[config.mk]
export PLATFORM = sky130hd
export DESIGN_NAME = seven_seg_scan_flat
export DESIGN_NICKNAME = d
export VERILOG_FILES = /design/src/rtl/seven_seg_scan_if.sv /design/src/rtl/seven_seg_scan.sv /design/src/flat_wrapper.sv
export SDC_FILE = /design/constraint.sdc
export NUM_CORES = 1
export LEC_CHECK = 0
export ABC_CLOCK_PERIOD_IN_PS = 7230
export BUFFER_PORTS_ARGS = -buffer_cell sky130_fd_sc_hd__clkbuf_2
export CELL_PAD_IN_SITES_DETAIL_PLACEMENT = 0
export CELL_PAD_IN_SITES_GLOBAL_PLACEMENT = 2
export CORE_AREA = 2 2 90 92
export CTS_CLUSTER_SIZE = 16
export DETAILED_ROUTE_END_ITERATION = 10
export DIE_AREA = 0 0 92 94
export GPL_ROUTABILITY_DRIVEN = 0
export GPL_TIMING_DRIVEN = 0
export PLACE_DENSITY = 0.67
export REMOVE_ABC_BUFFERS = 1
export SYNTH_ARGS = -nofsm -noshare
export SYNTH_HDL_FRONTEND = slang
export SYNTH_SLANG_ARGS = --single-unit
[constraint.sdc]
create_clock -name clk -period 7.23 [get_ports clk]
set_clock_uncertainty 0.2 [all_clocks]
set_input_delay 0.3615 -clock clk [delete_from_list [all_inputs] [get_ports clk]]
set_output_delay 0.3615 -clock clk [all_outputs]
set_load 0.005 [all_outputs]
[src/rtl/seven_seg_scan_if.sv]
// Display bus between the value source and the 7-segment scanner.
// master drives value/enable and observes the pins; slave is the scanner.
interface seven_seg_scan_if;
  logic [15:0] value;
  logic        enable;
  logic [3:0]  an;
  logic [6:0]  seg;
  logic        dp;

  modport master (output value, enable, input an, seg, dp);
  modport slave  (input value, enable, output an, seg, dp);
endinterface

[src/rtl/seven_seg_scan.sv]
// Four-digit multiplexed hex display driver with per-frame input sampling and
// inter-digit blanking. Optional LEADING_ZERO_BLANK_EN hides leading zero digits.
module seven_seg_scan #(
  parameter int unsigned DIGIT_PERIOD = 100000,
  parameter int unsigned BLANK_CYCLES = 1000
) (
  input  logic             clk,
  input  logic             rst_n,
  seven_seg_scan_if.slave  bus
);

  localparam int unsigned   CW       = (DIGIT_PERIOD > 1) ? $clog2(DIGIT_PERIOD) : 1;
  localparam logic [CW-1:0] CNT_LAST = CW'(DIGIT_PERIOD - 1);

  logic [CW-1:0] cnt;
  logic [1:0]    digit;
  logic [15:0]   shadow;
  logic [3:0]    an_q;
  logic [6:0]    seg_q;

  logic          slot_end;
  logic          frame_end;
  logic          in_blank;
  logic          digit_on;
  logic [3:0]    nibble;
  logic [3:0]    an_d;
  logic [6:0]    seg_d;

  function automatic logic [6:0] hex_seg(input logic [3:0] n);
    case (n)
      4'h0: hex_seg = 7'b1000000;
      4'h1: hex_seg = 7'b1111001;
      4'h2: hex_seg = 7'b0100100;
      4'h3: hex_seg = 7'b0110000;
      4'h4: hex_seg = 7'b0011001;
      4'h5: hex_seg = 7'b0010010;
      4'h6: hex_seg = 7'b0000010;
      4'h7: hex_seg = 7'b1111000;
      4'h8: hex_seg = 7'b0000000;
      4'h9: hex_seg = 7'b0010000;
      4'hA: hex_seg = 7'b0001000;
      4'hB: hex_seg = 7'b0000011;
      4'hC: hex_seg = 7'b1000110;
      4'hD: hex_seg = 7'b0100001;
      4'hE: hex_seg = 7'b0000110;
      default: hex_seg = 7'b0001110;
    endcase
  endfunction

  assign slot_end  = (cnt == CNT_LAST);
  assign frame_end = slot_end && (digit == 2'd3);
  assign in_blank  = (32'(cnt) < BLANK_CYCLES);

  always_comb begin
    nibble = 4'h0;
    case (digit)
      2'd0: nibble = shadow[3:0];
      2'd1: nibble = shadow[7:4];
      2'd2: nibble = shadow[11:8];
      default: nibble = shadow[15:12];
    endcase
  end

`ifdef LEADING_ZERO_BLANK_EN
  // Highest non-zero nibble; digit 0 always counts as significant.
  logic [1:0] msd;
  always_comb begin
    msd = 2'd0;
    if (shadow[15:12] != 4'h0)     msd = 2'd3;
    else if (shadow[11:8] != 4'h0) msd = 2'd2;
    else if (shadow[7:4] != 4'h0)  msd = 2'd1;
  end
  assign digit_on = (digit <= msd);
`else
  assign digit_on = 1'b1;
`endif

  always_comb begin
    an_d  = 4'b1111;
    seg_d = 7'b1111111;
    if (bus.enable && !in_blank && digit_on) begin
      an_d  = ~(4'b0001 << digit);
      seg_d = hex_seg(nibble);
    end
  end

  always_ff @(posedge clk or negedge rst_n) begin
    if (!rst_n) begin
      cnt    <= '0;
      digit  <= 2'd0;
      shadow <= 16'h0000;
    end else begin
      if (slot_end) begin
        cnt   <= '0;
        digit <= digit + 2'd1;
      end else begin
        cnt <= cnt + 1'b1;
      end
      // Sample only at the frame boundary so a frame never mixes two values.
      if (frame_end) shadow <= bus.value;
    end
  end

  always_ff @(posedge clk or negedge rst_n) begin
    if (!rst_n) begin
      an_q  <= 4'b1111;
      seg_q <= 7'b1111111;
    end else begin
      an_q  <= an_d;
      seg_q <= seg_d;
    end
  end

  assign bus.an  = an_q;
  assign bus.seg = seg_q;
  assign bus.dp  = 1'b1;

endmodule

[src/flat_wrapper.sv]
// flat-port wrapper written by rule: the top's interface ports become plain ports
module seven_seg_scan_flat 
#(
  parameter int unsigned DIGIT_PERIOD = 100000,
  parameter int unsigned BLANK_CYCLES = 1000
)
  (clk, rst_n, bus_value, bus_enable, bus_an, bus_seg, bus_dp);
  seven_seg_scan_if bus_i ();
  input  logic clk;
  input  logic rst_n;
  input wire logic [$bits(bus_i.value)-1:0] bus_value;
  input wire logic [$bits(bus_i.enable)-1:0] bus_enable;
  output wire logic [$bits(bus_i.an)-1:0] bus_an;
  output wire logic [$bits(bus_i.seg)-1:0] bus_seg;
  output wire logic [$bits(bus_i.dp)-1:0] bus_dp;
  assign bus_i.value = bus_value;
  assign bus_i.enable = bus_enable;
  assign bus_an = bus_i.an;
  assign bus_seg = bus_i.seg;
  assign bus_dp = bus_i.dp;
  seven_seg_scan #(.DIGIT_PERIOD(DIGIT_PERIOD), .BLANK_CYCLES(BLANK_CYCLES)) u_core (.clk(clk), .rst_n(rst_n), .bus(bus_i));
endmodule
==> summary.md, run 1 <==
| Metric | Value |
|---|---|
| H-tree Lvls | `2` |
| R2R cell count | `6` |
| Largest delay share family, worst path | `simple AND/OR/NAND/NOR gates` |
| Drt first-iter violations | `79` |
| Worst hold path type | `primary input to asynchronous set/reset pin` |
| CP Launch Type | `flip-flop` |
| Synthesized area | `0.00225 mm^2` |
| Chip height | `94 um` |
| Vias in the first global route | `1,485` |
| Seq cells post-synth | `46` |
| Register area share after synthesis | `0.517` |
| Status | `complete, no violations` |
| Peak supply drop | `0.0762 mV` |
| Ports | `31` |
| Post-synth top flop | `dfrtp_1` |
| CP max-delay cell | `and2_1` |
| # DRC | `0` |
| Combinational share of power | `0.019` |
| Wirelength per Cell | `13.2 um` |
| GRT Total Usage | `0.109` |
| Switching Power | `0.0972 mW` |
| Buf+Inv Stages, Crit Path | `0` |
| Vias per inst | `4.50` |
| Lkg Pwr | `1.18 nW` |
| Achievable clock frequency | `304 MHz` |
| Grt total ovfl | `0` |
| RSZ-0062 raised after global routing | `false` |
| Cts hold-fix bufs | `0` |
| GRT met1 Usage | `0.151` |
| Worst slew margin | `0.246` |
| Worst r2r src | `u_core.cnt[0]` |
| Async set-reset flop share out of synthesis | `1.00` |
| DIE WIDTH | `92 um` |
| Synthesis Warnings | `0` |
| Total power | `0.497 mW` |
| Diodes inserted | `0` |
| Met2 usage | `0.164` |
| Final setup viols | `0` |
| Clock sinks | `46` |
| Grt peak-use layer | `met2` |
| Final hold viol count | `0` |
| # resized after CTS | `0` |
| Pwr Density | `190 mW/mm^2` |
| CTS Buffer Depth | `2` |
| Met3 usage | `0.0273` |
| Part of the power in registers | `0.518` |
| Clock share of power | `0.462` |
| Fill count | `787` |
| CTS Root Cell | `clkbuf_8` |
| P&R area growth vs syn | `15.6%` |
| Initial Util | `0.296` |
| Required @ worst endpoint | `7.22 ns` |
| Crit share post-route | `0.455` |
| Crit path DAT | `3.28 ns` |
| Slew Viols, Final | `0` |
| Number of cells on the critical path | `6` |
| Synth Instances | `194` |
| Pint | `0.399 mW` |
| Peak per-stage delay on the critical path | `0.84 ns` |
| Critical Path End Type | `flip-flop` |
| Crit-path max FO | `16` |
| Pin count of the biggest net entering global routing | `47` |
| Die footprint | `0.00865 mm^2` |
| Clk slew on worst S/H paths | `0.09 ns` |
| Max_cap viols | `0` |
| Worst path cell trace | `ha_1 > and4_1 > nand2_1 > nor3_2 > and2_1 > mux2_2` |
| Yosys cell types | `40` |
| Switching Share | `0.196` |
| Post-CTS Setup Inserts | `0` |
| Average size of a mapped cell | `11.6 um^2` |
| TNS Setup | `0 ns` |
| Post-DRT Antenna Nets | `0` |
| Actual slew at the worst max-slew pin | `1.13 ns` |
| Initial antenna violation count | `0` |
| Layout cell share with drive strength beyond 1 | `0.305` |
| Layout Nets | `253` |
| Worst reg2reg endpoint | `u_core.shadow[1]` |
| Vias | `1,463` |
| 1st-pass router iterations | `4` |
| CTS Buf Count | `5` |
| Final HPWL DP | `2970 um` |
| Most common cell after layout, fill and taps aside | `dfrtp_1` |
| Worst R2R Setup Slack | `3.94 ns` |
| # port buffers | `29` |
| Worst-Skew Late Latency | `0.30 ns` |
| Core area | `0.00761 mm^2` |
| Crit. Startpoint | `u_core.cnt[0]` |
| Post-synth EDFFs | `0` |
| Kind of critical path | `flip-flop to flip-flop` |
| Post-route minimum period | `3.29 ns` |
| Most used cells in the layout excluding fill and tap cells | `35 x dfrtp_1, 29 x clkbuf_2, 16 x nand2_1` |
| First-pass GRT wire length | `7330 um` |
| CTS tree | `done` |
| Num rows | `32` |
| Detailed Route WL | `4290 um` |
-- sequential cells by signal (all words and copies together) (netlist names) --
register / cells
u_core.bus.an: 4
u_core.bus.seg: 7
u_core.cnt: 17
u_core.digit: 2
u_core.shadow: 16
-- power by group through the flow --
stage	logic, mW	clock network, mW	registers, mW
final	0.00964	0.230	0.257
after detailed placement	0.0105	0	0.262
after global routing	0.0114	0.251	0.257
after CTS	0.0105	0.240	0.257
after global placement	0.0104	0	0.262
after floorplan	0.000274	0	0.262
-- final cells by class --
type	count	area, um^2	share of cell area
Inverter	9	33.8	0.0130
Sequential cell	46	1160	0.447
Clock buffer	5	68.8	0.0264
Timing Repair Buffer	29	145	0.0557
Multi-Input combinational cell	131	998	0.383
Clock inverter	3	68.8	0.0264
Tap cell	102	128	0.0489
-- synth_stat cells (6+ instances only) --
library cell | number | share of area
a21oi_1 | 8 | 0.018
dfrtp_1 | 35 | 0.39
dfstp_2 | 11 | 0.13
ha_1 | 12 | 0.067
inv_1 | 9 | 0.015
mux2_2 | 6 | 0.030
mux2_4 | 10 | 0.067
nand2_1 | 16 | 0.027
nand3_1 | 8 | 0.018
nor2_1 | 13 | 0.022
o21ai_0 | 6 | 0.013
xnor2_1 | 11 | 0.043
-- worst max path at each step --
stage / endpoint
2_1_floorplan: u_core.shadow[0]
3_3_place_gp: u_core.shadow[3]
3_5_place_dp: u_core.shadow[1]
4_1_cts: u_core.shadow[1]
5_1_grt: u_core.shadow[1]
6_report: u_core.shadow[1]
-- metrics by stage --
| step | util | worst slack (ns) | area (um^2) | hold WS [ns] | instances |
|---|---|---|---|---|---|
| global route | 0.343 | 3.71 | 2610 | 0.0670 | 325 |
| CTS | 0.343 | 3.91 | 2610 | 0.0704 | 325 |
| global placement | 0.325 | 3.92 | 2470 | 0.281 | 317 |
| finish | 0.343 | 3.94 | 2610 | 0.0666 | 325 |
| detailed placement | 0.325 | 3.92 | 2470 | 0.285 | 317 |
| floorplan | - | 4.48 | 2200 | -0.134 | 186 |
-- routing by layer --
| metal | vias up | routed length [um] | share of wire |
|---|---|---|---|
| met2 | 20 | 1970 | 0.46 |
| met5 | - | 0 | 0 |
| met4 | 0 | 63 | 0.015 |
| met3 | 4 | 114 | 0.027 |
| met1 | 713 | 2140 | 0.50 |
| li1 | 726 | - | - |
-- kinds of logic after synthesis --
kind of cell | share of synthesized area
adders and majority gates | 0.0666
AOI/OAI and AO/OA | 0.0788
and+or+nand+nor | 0.133
DFF | 0.517
muxes | 0.101
buffers and inverters | 0.0405
xor gates and xnor gates | 0.0622
other | 0.00166
(Power assumes the default switching activity.)
==> run 2: changes to the inputs <==
Settings changed: ABC_CLOCK_PERIOD_IN_PS 7230 to 2700, PLACE_DENSITY 0.67 to 0.69.
Clock period 7.23 ns to 2.7 ns, I/O delays scaled along.
==> run 2 against run 1 <==
Effect of this change:
- worst hold slack gained 0.091 ns
- wire length grew 1.9%
- via count grew 5.0%
- core utilization grew 2.7 points
- global-route usage grew 0.36 points
- worst setup slack lost 3.8 ns
- final area grew 7.8%
- first-iteration DRC count shrank 28%
- register-to-register slack lost 3.8 ns
- critical path depth grew 5
- final cell count grew 6.5%
==> summary.md, run 2 (synthesis gave the netlist of run 1 again) <==
| Metric | Value |
|---|---|
| Total power | `1.26 mW (+150%)` |
| Final cell count without fillers | `346 (+6.5%)` |
| DP Area | `0.00247 mm^2 (unchanged)` |
| Drt first-iter violations | `57 (-28%)` |
| Achievable clock frequency | `396 MHz (+30%)` |
| Hold WS | `0.157 ns (+0.0908 ns)` |
| Vias in the first global route | `1,525 (+2.7%)` |
| Worst-Skew Late Latency | `0.30 ns (about the same)` |
| Wirelength per Cell | `12.6 um (-4.3%)` |
| Critical Path End Type | `flip-flop` |
| Combinational share of power | `0.036 (+0.017)` |
| Hold Path Stages | `3` |
| Detailed Route WL | `4370 um (+1.9%)` |
| Peak supply drop | `0.164 mV (+120%)` |
| Clk slew on worst S/H paths | `0.09 ns (about the same)` |
| P&R area growth vs syn | `24.7%` |
| Grt total ovfl | `0 (unchanged)` |
| Crit path DAT | `2.51 ns (-0.77 ns)` |
| First-pass GRT wire length | `7580 um (+3.4%)` |
| Vias | `1,536 (+5.0%)` |
| Final setup viols | `0 (unchanged)` |
| Switching Power | `0.265 mW (+170%)` |
| Final Util | `0.370 (+0.0268)` |
| Most flops, register | `u_core.cnt` |
| Post-DRT Antenna Nets | `0 (unchanged)` |
| Num rows | `32 (unchanged)` |
| Worst slew margin | `0.244 (-0.00223)` |
| Largest register FFs | `17 (unchanged)` |
| Final hold viol count | `0 (unchanged)` |
| Crit-path max FO | `6 (-10)` |
| Worst hold path type | `primary input to flip-flop` |
| Reg area | `0.00116 mm^2 (unchanged)` |
| # port buffers | `29 (unchanged)` |
| Area of the multi-input gates | `0.00103 mm^2 (+2.9%)` |
| Layout cell share with drive strength beyond 1 | `0.320 (+0.0147)` |
| Vias per inst | `4.44 (-1.4%)` |
| Pint | `0.992 mW (+150%)` |
| Dpl cells | `317 (unchanged)` |
| H-tree Lvls | `2 (unchanged)` |
| Pwr Density | `447 mW/mm^2 (+130%)` |
| DIE WIDTH | `92 um (unchanged)` |
| Actual slew at the worst max-slew pin | `1.13 ns (+0.00334 ns)` |
| Lkg Pwr | `1.28 nW (+8.6%)` |
| Hold Path Sink | `u_core.bus.an[1]` |
| Max_cap viols | `0 (unchanged)` |
| Part of the power in registers | `0.548 (+0.030)` |
| 1st-pass router iterations | `4 (unchanged)` |
| R2R cell count | `11 (+5)` |
| Diodes inserted | `0 (unchanged)` |
| Final HPWL DP | `2930 um (-1.1%)` |
| Hold path startpoint | `bus_enable` |
| Worst r2r src | `u_core.digit[0]` |
| TNS Setup | `0 ns (unchanged)` |
| Chip height | `94 um (unchanged)` |
| Final Instance Area | `0.00281 mm^2 (+7.8%)` |
| CTS tree | `done` |
| Ports | `31 (unchanged)` |
| Crit share post-route | `0.934 (+0.480)` |
| Layout Nets | `274 (+8.3%)` |
| Kind of critical path | `flip-flop to flip-flop` |
| Slew Viols, Final | `0 (unchanged)` |
| GRT Total Usage | `0.112 (+0.00358)` |
| Most common cell after layout, fill and taps aside | `dfrtp_1` |
| Worst R2R Setup Slack | `0.18 ns (-3.76 ns)` |
| Switching Share | `0.211 (+0.0150)` |
| CTS Root Cell | `clkbuf_8` |
| Die footprint | `0.00865 mm^2 (unchanged)` |
| Post-route minimum period | `2.52 ns (-0.765 ns)` |
| CTS Buffer Depth | `2 (unchanged)` |
| Clock share of power | `0.415 (-0.047)` |
| Clock sinks | `46 (unchanged)` |
| Fill count | `775 (-1.5%)` |
| Core area | `0.00761 mm^2 (unchanged)` |
| Worst reg2reg endpoint | `u_core.bus.seg[6]` |
| Status | `complete, no violations` |
| Initial Util | `0.296 (unchanged)` |
| Initial antenna violation count | `0 (unchanged)` |
| # DRC | `0 (unchanged)` |
| CP Launch Type | `flip-flop` |
| Most used cells in the layout excluding fill and tap cells | `35 x dfrtp_1, 29 x clkbuf_2, 17 x dlygate4sd3_1` |
| Placement Setup Slack | `-0.598 ns (-4.52 ns)` |
| Pin count of the biggest net entering global routing | `47 (unchanged)` |
| Setup ws final | `0.177 ns (-3.76 ns)` |
| CTS Buf Count | `5 (unchanged)` |
| Required @ worst endpoint | `2.69 ns (-4.53 ns)` |
==> run 2: cell types whose count changed in the layout (fill, tap and decap cells not counted), sizes merged <==
cell / before / now
dlygate4sd3: 0 / 17
buf: 0 / 4
bufinv: 2 / 1
inv: 9 / 10
==> run 2: metal layers <==
| metal | part of all wire | vias to the layer above | wire (um) | global-route usage |
|---|---|---|---|---|
| li1 | - | 767 | - | - |
| met1 | 0.49 | 740 | 2140 | 0.157 |
| met2 | 0.46 | 24 | 2020 | 0.173 |
| met3 | 0.028 | 5 | 124 | 0.0241 |
| met4 | 0.018 | 0 | 79 | 0.0410 |
| met5 | 0 | - | 0 | 0 |
==> run 2: worst max-delay path, cell delays in order, from the launching register on <==
cell,delay [ns]
dfrtp_1,0.41
inv_1,0.10
ha_2,0.24
a222oi_1,0.42
nand2_1,0.16
o21ai_4,0.12
inv_1,0.11
ha_1,0.23
inv_1,0.07
nor2_1,0.06
a21oi_1,0.14
o221ai_1,0.14
==> run 2: how the worst max path moves through the flow <==
| stage | startpoint | to | slack (ns) | depth (start not counted) |
|---|---|---|---|---|
| after floorplan | u_core.cnt[0] | u_core.shadow[0] | -0.05 | 6 |
| after global placement | u_core.cnt[0] | u_core.shadow[3] | -0.60 | 6 |
| after detailed placement | u_core.cnt[0] | u_core.shadow[0] | -0.60 | 6 |
| after CTS | u_core.cnt[0] | u_core.shadow[0] | 0.04 | 6 |
| after global routing | u_core.digit[0] | u_core.bus.seg[3] | -0.003 | 11 |
| final | u_core.digit[0] | u_core.bus.seg[6] | 0.18 | 11 |
==> run 2: power groups by stage <==
| stage | clock, mW | sequential, mW | combinational [mW] |
|---|---|---|---|
| after CTS | 0.542 | 0.689 | 0.0472 |
| final | 0.522 | 0.689 | 0.0455 |
| after global placement | 0 | 0.702 | 0.0279 |
| after floorplan | 0 | 0.702 | 0.000734 |
| after global routing | 0.574 | 0.689 | 0.0521 |
| after detailed placement | 0 | 0.702 | 0.0281 |
==> run 2: repair_timing <==
action	in CTS	in global routing
buffers inserted	0	4
pin swaps	0	3
resized for setup	5	5
hold endpoints to repair	51	0
setup endpoints to repair	20	22
hold buffers	17	0
==> run 2: final cells by class <==
cell class,count,area share
inverter,9,0.0120
clock buffer,5,0.0245
sequential,46,0.414
multi-input combinational,131,0.365
clock inverter,3,0.0156
timing repair buffer,50,0.123
tap,102,0.0454
==> run 3: changes to the inputs <==
Settings changed: CORE_AREA 2 2 90 92 to 2 2 107 78, DIE_AREA 0 0 92 94 to 0 0 109 80.
==> run 3 against run 2 <==
Effect of this change:
- worst hold slack better by 0.0056 ns
- clock-buffer cell count up 3
- clock power down 22%
- critical path depth down 6
- critical endpoint is now u_core.shadow[5]
- wire length up 2.6%
- first-iteration DRC count down 46%
==> summary.md, run 3 (synthesis gave the netlist of run 1 again) <==
| Metric | Value |
|---|---|
| Status | `complete, no violations` |
| Crit-path max FO | `16 (+10)` |
| Placement Setup Slack | `-0.624 ns (-0.0255 ns)` |
| # port buffers | `29 (unchanged)` |
| First-pass GRT wire length | `7780 um (+2.6%)` |
| Drt first-iter violations | `31 (-46%)` |
| Ports | `31 (unchanged)` |
| H-tree Lvls | `2 (unchanged)` |
| CP Launch Type | `flip-flop` |
| Final Instance Area | `0.00281 mm^2 (about the same)` |
| Num rows | `27 (-16%)` |
| Total power | `1.14 mW (-9.1%)` |
| Detailed Route WL | `4480 um (+2.6%)` |
| CTS Buf Count | `5 (unchanged)` |
| Worst r2r src | `u_core.cnt[11]` |
| Grt total ovfl | `0 (unchanged)` |
| Post-DRT Antenna Nets | `0 (unchanged)` |
| Peak per-stage delay on the critical path | `0.43 ns (about the same)` |
| Required @ worst endpoint | `2.68 ns (about the same)` |
| Worst slew margin | `0.253 (+0.00879)` |
| Pin count of the biggest net entering global routing | `47 (unchanged)` |
| CP max-delay cell | `nor4_1` |
| Critical Path End Type | `flip-flop` |
| Most flops, register | `u_core.cnt` |
| Initial Util | `0.294 (-0.00237)` |
| Largest register FFs | `17 (unchanged)` |
| Layout Nets | `277 (+1.1%)` |
| Clock sinks | `46 (unchanged)` |
| Vias | `1,549 (+0.85%)` |
| # DRC | `0 (unchanged)` |
| Initial antenna violation count | `0 (unchanged)` |
| Crit share post-route | `0.919 (-0.0151)` |
| Setup ws final | `0.218 ns (+0.0408 ns)` |
| Final setup viols | `0 (unchanged)` |
| Final Util | `0.366 (-0.00312)` |
| Most used cells in the layout excluding fill and tap cells | `35 x dfrtp_1, 29 x clkbuf_2, 17 x dlygate4sd3_1` |
| Max_cap viols | `0 (unchanged)` |
| Hold path startpoint | `bus_enable` |
| Die footprint | `0.00872 mm^2 (+0.83%)` |
| Lkg Pwr | `1.27 nW (-0.36%)` |
| Crit. Startpoint | `u_core.cnt[11]` |
| Worst path cell trace | `nor4_1 > nand2_1 > nor3_4 > and2_4 > mux2_2` |
| Vias in the first global route | `1,554 (+1.9%)` |
| Largest delay share family, worst path | `simple AND/OR/NAND/NOR gates` |
| DIE WIDTH | `109 um (+18%)` |
| Pwr Density | `407 mW/mm^2 (-9.0%)` |
| Wirelength per Cell | `12.9 um (+2.0%)` |
| Final hold viol count | `0 (unchanged)` |
| RSZ-0062 raised after global routing | `false` |
| Worst hold path type | `primary input to flip-flop` |
| Crit path DAT | `2.46 ns (-0.05 ns)` |
| Buf+Inv Stages, Crit Path | `0 (-3)` |
| Achievable clock frequency | `403 MHz (+1.6%)` |
| Diodes inserted | `0 (unchanged)` |
| Reg area | `0.00116 mm^2 (unchanged)` |
| Most common cell after layout, fill and taps aside | `dfrtp_1` |
| Peak supply drop | `0.173 mV (+5.0%)` |
| Final HPWL DP | `3110 um (+5.9%)` |
| Vias per inst | `4.45 (+0.27%)` |
| Actual slew at the worst max-slew pin | `1.12 ns (-0.0132 ns)` |
| GRT Total Usage | `0.118 (+0.00525)` |
| Post-route minimum period | `2.48 ns (-0.0408 ns)` |
| 1st-pass router iterations | `4 (unchanged)` |
| Layout cell share with drive strength beyond 1 | `0.324 (+0.00421)` |
| Core area | `0.00767 mm^2 (+0.81%)` |
| CTS tree | `done` |
| Slew Viols, Final | `0 (unchanged)` |
| Area of the multi-input gates | `0.00104 mm^2 (+0.97%)` |
| CTS Root Cell | `clkbuf_8` |
| Worst-Skew Late Latency | `0.29 ns (about the same)` |
| CTS Buffer Depth | `2 (unchanged)` |
| P&R area growth vs syn | `24.6% (about the same)` |
| Clk slew on worst S/H paths | `0.08 ns (about the same)` |
| DP Area | `0.00247 mm^2 (about the same)` |
| Kind of critical path | `flip-flop to flip-flop` |
| Dpl cells | `316 (-0.32%)` |
| Chip height | `80 um (-15%)` |
| Final cell count without fillers | `348 (+0.58%)` |
| Fill count | `776 (+0.13%)` |
==> run 3: worst paths after layout <==
| kind | slack, ns | endpoint | cells past startpoint |
|---|---|---|---|
| min in group asynchronous | 0.39 | u_core.cnt[16] | 2 |
| hold / removal | 0.16 | u_core.bus.seg[5] | 3 |
| max in group asynchronous | 1.22 | u_core.shadow[2] | 2 |
| hold reg to reg | 0.28 | u_core.cnt[0] | 1 |
| setup reg to reg | 0.22 | u_core.shadow[5] | 5 |
| setup / recovery | 0.22 | u_core.shadow[5] | 5 |
==> run 3: power breakdown <==
group	internal, mW	switching (mW)	leakage, nW
Clock	0.184	0.224	0.0395
Sequential	0.689	0	0.590
Combinational	0.0253	0.0198	0.645
Total	0.899	0.244	1.27
==> run 3: final cells by class <==
type | instances | area share
inverters | 9 | 0.0120
clock buffers | 8 | 0.0285
well taps | 101 | 0.0450
multi-input cells | 131 | 0.369
flip-flops and latches | 46 | 0.415
repair buffers | 53 | 0.131
==> run 3: timing repair <==
| item | in CTS | in global routing |
|---|---|---|
| resized for setup | 5 | 7 |
| gates cloned | 0 | 0 |
| hold buffers | 17 | 0 |
| pin swaps | 0 | 3 |
| endpoints found under the hold margin | 51 | 0 |
| setup buffers | 0 | 7 |
| endpoints found under the setup margin | 20 | 23 |
==> run 3: worst reg2reg max path, stage by stage (launching register included) <==
cell	delay, ns
dfrtp_1	0.42
nor4_1	0.43
nand2_1	0.17
nor3_4	0.38
and2_4	0.39
mux2_2	0.38
==> run 3: per-layer routing <==
layer / part of all wire / GRT usage
met3: 0.042 / 0.0318
met5: 0 / 0
met4: 0.0089 / 0.0346
met2: 0.42 / 0.164
met1: 0.53 / 0.175
==> run 3: metrics by stage <==
stage,TNS [ns],hold WS [ns]
floorplan,-0.294,-0.361
global placement,-10.37,0.169
detailed placement,-9.45,0.172
CTS,0,0.177
global route,0,0.211
finish,0,0.163
